### src/rtl/port_frame_packer.sv
`default_nettype none
// ============================================================================
// Module      : port_frame_packer
// Description : Packs PORT consecutive WIDTH-bit words into one frame with a
//               per-frame rotation select. An assembly buffer and an output
//               register are double-buffered. Optional macro PACKER_FLUSH_EN
//               adds a flush input that closes a partial frame early.
// Revision    : 1.0 - initial release
// ============================================================================
module port_frame_packer #(
    parameter int WIDTH     = 64,
    parameter int PORT      = 8,
    parameter int SEL_WIDTH = $clog2(PORT)
) (
    input  logic                    clk,
    input  logic                    rst_n,
    input  logic [WIDTH-1:0]        in_data,
    input  logic                    in_valid,
    output logic                    in_ready,
    input  logic [SEL_WIDTH-1:0]    in_rot,
`ifdef PACKER_FLUSH_EN
    input  logic                    flush,
`endif
    output logic [WIDTH*PORT-1:0]   out_data,
    output logic [SEL_WIDTH-1:0]    out_select,
    output logic                    out_valid,
    input  logic                    out_ready,
    output logic [SEL_WIDTH-1:0]    word_idx
);

    logic [WIDTH*PORT-1:0] r_asm;
    logic                  r_asm_full;
    logic [SEL_WIDTH-1:0]  r_rot;

    logic                  w_accept;
    logic                  w_last;
    logic                  w_close;
    logic                  w_full_next;
    logic                  w_xfer;
    logic [WIDTH*PORT-1:0] w_asm_next;
    logic [SEL_WIDTH-1:0]  w_rot_next;

    assign in_ready = !r_asm_full;
    assign w_accept = in_valid && in_ready;
    assign w_last   = (word_idx == SEL_WIDTH'(PORT - 1));

`ifdef PACKER_FLUSH_EN
    // A flush only closes a frame that holds at least one word.
    assign w_close = (w_accept && w_last) ||
                     (flush && in_ready && ((word_idx != '0) || w_accept));
`else
    assign w_close = w_accept && w_last;
`endif

    // The completing word can go straight to the output register, so a full
    // assembly buffer is only ever registered when the output is blocked.
    assign w_full_next = r_asm_full || w_close;
    assign w_xfer      = w_full_next && (!out_valid || out_ready);
    assign w_rot_next  = (w_accept && (word_idx == '0)) ? in_rot : r_rot;

    always_comb begin
        w_asm_next = r_asm;
        for (int i = 0; i < PORT; i++) begin
            if (w_accept && (word_idx == SEL_WIDTH'(i))) begin
                w_asm_next[i*WIDTH +: WIDTH] = in_data;
            end
        end
    end

    always_ff @(posedge clk or negedge rst_n) begin
        if (!rst_n) begin
            r_asm      <= '0;
            r_asm_full <= 1'b0;
            r_rot      <= '0;
            word_idx   <= '0;
            out_data   <= '0;
            out_select <= '0;
            out_valid  <= 1'b0;
        end else begin
            r_rot <= w_rot_next;

            if (w_xfer) begin
                out_data   <= w_asm_next;
                out_select <= w_rot_next;
                out_valid  <= 1'b1;
                r_asm      <= '0;
                r_asm_full <= 1'b0;
            end else begin
                if (out_ready) begin
                    out_valid <= 1'b0;
                end
                r_asm      <= w_asm_next;
                r_asm_full <= w_full_next;
            end

            if (w_close) begin
                word_idx <= '0;
            end else if (w_accept) begin
                word_idx <= word_idx + SEL_WIDTH'(1);
            end
        end
    end

endmodule
`default_nettype wire

### config.mk
export PLATFORM = sky130hd
export DESIGN_NAME = port_frame_packer
export DESIGN_NICKNAME = d
export VERILOG_FILES = /design/src/rtl/port_frame_packer.sv
export SDC_FILE = /design/constraint.sdc
export NUM_CORES = 2
export LEC_CHECK = 0
export CORE_ASPECT_RATIO = 1.5
export CORE_MARGIN = 8
export CORE_UTILIZATION = 55
export CTS_CLUSTER_SIZE = 16
export DETAILED_ROUTE_END_ITERATION = 8
export PLACE_DENSITY = 0.8
export SLEW_MARGIN = 0
export SYNTH_ARGS = -nofsm -noshare
export SYNTH_HDL_FRONTEND = slang
export SYNTH_SLANG_ARGS = --single-unit
### constraint.sdc
create_clock -name clk -period 2.05 [get_ports clk]
set_input_delay 0.3075 -clock clk [delete_from_list [all_inputs] [get_ports clk]]
set_output_delay 0.3075 -clock clk [all_outputs]
set_load 0.03 [all_outputs]
==> flow_metrics.env <==
export IMPL_crit_path_cell_trace="ha_1 -> ha_4 -> nand3b_1 -> buf_12 -> buf_12 -> mux2i_1 -> mux2i_2"
export IMPL_grt_start_max_net_pins=84
export IMPL_fmax_ghz=0.494
export IMPL_yosysMostFrequentCell="dfrtp_1"
export IMPL_htree_levels=3
export IMPL_wire_per_inst_um=21.9
export IMPL_cpLargestDelayFamily="multiplexers"
export IMPL_cp_num_buf_inv=2
export IMPL_worstSetupPathType="register to register"
export IMPL_ys_flop_type="dfrtp_1"
export IMPL_grt_pass1_wl_um=170000
export IMPL_area_growth_syn_to_layout_pct=28.0
export IMPL_yosys_warnings=0
export IMPL_swShare_pct=40.7
export IMPL_finalClockSkew_ns=0.0208
export IMPL_rows=123
export IMPL_seq_power_share_pct=38.7
export IMPL_cp_required_ns=2.57
export IMPL_yosysTopAreaCell="dfrtp_1"
export IMPL_grt_total_usage_pct=25.9
export IMPL_crit_slowest_cell="dfrtp_1"
export IMPL_outcome="complete, no violations"
export IMPL_grt_antenna_before_repair=5
export IMPL_crit_path_start_kind="register"
export IMPL_p_comb_share_pct=41.8
export IMPL_r2r_slack_ns=0.03
export IMPL_crit_arrival_ns=2.54
export IMPL_drt_wl_total_um=112000
export IMPL_synth_top_area_share_pct=62.1
export IMPL_syn_cell_area_um2=41700
export IMPL_fin_crit_sh_pct=98.7
export IMPL_yosys_top_cells_area="dfrtp_1 62%, mux2i_1 25%, inv_1 4.6%"
export IMPL_cts_buffer_depth=3
export IMPL_first_pass_iters=5
export IMPL_grt_pass1_vias=28584
export IMPL_setup_viol_count_final=0
export IMPL_power_density_nw_per_um2=1720
export IMPL_synth_commonest_cells="1035 x dfrtp_1, 1024 x mux2i_1, 517 x inv_1, 515 x nor2_1, 78 x clkbuf_1"
export IMPL_worst_slack_ns=0.0261
export IMPL_synth_avg_cell_area_um2=12.4
export IMPL_ys_async_sr_fraction_pct=100
export IMPL_netlist_instances=3357
export IMPL_cpMostUsedCell="buf_12"
export IMPL_gp_congestion=0.803
export IMPL_cp_end_kind="register"
export IMPL_dp_hpwl_um=77200
export IMPL_synth_nets=3434
export IMPL_viasPerCell=5.21
export IMPL_hold_class="input port to async pin"
export IMPL_drc=0
export IMPL_clock_latency_ns=0.66
export IMPL_dieArea_um2=85100
export IMPL_ys_types=21
export IMPL_drt_iter0_markers=1526
export IMPL_maxCapViolations=0
export IMPL_place_ws_ns=-0.246
export IMPL_vias=26553
export IMPL_final_hold_viol_count=0
export IMPL_port_buffers=590
export IMPL_io_pins=591
export IMPL_numCtsBuffers=94
export IMPL_die_x_um=241
export IMPL_yosysSeqAreaShare_pct=62.1
export IMPL_final_max_slew_violation_count=0
export IMPL_initial_utilization_pct=55.6
export IMPL_clkTransAtPathRegs_ns=0.07
export IMPL_core_um2=75100
export IMPL_power_leakage_nw=28.1
export IMPL_clock_sinks=1035
export IMPL_holdWs_ns=0.188
export IMPL_fin_tns_setup_ns=0
export IMPL_switchingPower_mw=37.3
export IMPL_ir_worst_vdd_mv=1.19
export IMPL_pwr_share_clk_pct=19.6
export IMPL_min_period_ns=2.02
export IMPL_crit_fanout=12
export IMPL_p_int_mw=54.4
export IMPL_fp_dieH_um=353
export IMPL_antenna_left=0
export IMPL_grt_ovfl_total=0
export IMPL_worst_pin_slew_ns=0.662
export IMPL_ys_seq_elements=1035
export IMPL_cpPeakStageDelay_ns=0.38
export IMPL_rsz0062_at_grt="yes"
export IMPL_cts_tree="done"
export IMPL_max_slew_margin_pct=55.8
export IMPL_final_nets=4097
export IMPL_drive_gt1_share_pct=9.84
export IMPL_root_buffer="clkbuf_16"
export IMPL_synth_edff_count=0
## power by group through the flow
stage                     clock network, mW  logic [mW]  registers (mW)
final                                  17.9        38.3            35.4
after global routing                   19.1        41.1            36.2
after CTS                              18.2        38.6            35.4
after detailed placement                  0        40.7            35.6
after global placement                    0        39.5            35.4
after floorplan                           0        13.6            44.1
## final cells by class
type	count	area, µm²
antenna	4	10.0
sequential	1035	25900
timing repair buffer	804	8550
clock buffer	134	2740
fill	5208	21700
clock inverter	36	413
tap	1000	1250
multi-input combinational	1568	12600
inverter	517	1940
## logic make-up after synthesis
kind of cell | count (synthesis) | share of synthesized area (%)
AO/OA/AOI/OAI | 3 | 0.0450
multiplexers | 1032 | 24.8
flip-flops | 1035 | 62.1
adder cells (fa/ha/maj) | 6 | 0.180
AND/OR/NAND/NOR | 527 | 4.86
buffers and inverters | 754 | 8.08
## timing repair
item,4_1_cts,5_1_grt
endpoints found under the hold margin,288,0
endpoints found under the setup margin,360,434
cloned,0,4
setup buffers,1,0
hold buffers,1,0
gates resized for setup,355,118
## cell usage in the layout, fill, tap and decap left out, types with 5 or more instances in the layout
cell / count
buf_12: 83
buf_16: 7
buf_4: 114
bufinv_16: 7
clkbuf_1: 17
clkbuf_16: 99
clkbuf_8: 22
clkdlybuf4s50_1: 156
clkinv_2: 19
clkinvlp_4: 5
dfrtp_1: 1034
dlygate4sd2_1: 351
dlymetal6s2s_1: 81
ha_1: 5
inv_1: 517
mux2_2: 8
mux2i_1: 1004
mux2i_2: 19
nor2_1: 515
## layer usage
metal  up-vias  track usage (%)  wire length, µm
met2       870             43.3            55300
met1     13521             31.6            43400
met4         2             11.9             5140
met5         -                0               13
met3       243             6.01             7660
li1      11917                -                -
## path summary, 6_finish.rpt
path / from / end / depth (start not counted)
min: rst_n / r_asm[394] / 2
min in group clk: in_rot[0] / r_rot[0] / 2
max: word_idx[0] / out_data[485] / 7
min reg2reg: r_rot[2] / r_rot[2] / 1
max in group asynchronous: rst_n / out_data[162] / 4
max reg2reg: word_idx[0] / out_data[485] / 7
## flip-flops by register name, summed over array words and instances, names as in the netlist
register and flops:
out_valid 1, word_idx 3, out_select 3, r_asm 512
r_asm_full 1, out_data 512, r_rot 3
## metrics by stage
stage | cell area, µm² | util (%) | cells | total power [mW]
6_report | 53400 | 71.1 | 5098 | 91.6
5_1_grt | 53400 | 71.1 | 5096 | 96.4
4_1_cts | 52900 | 70.5 | 5090 | 92.2
3_5_place_dp | 50200 | 66.8 | 4918 | 76.2
3_3_place_gp | 50200 | 66.8 | 4918 | 74.9
2_1_floorplan | 41700 | - | 3357 | 57.7
No activity file was read; power rests on OpenSTA's default activity.
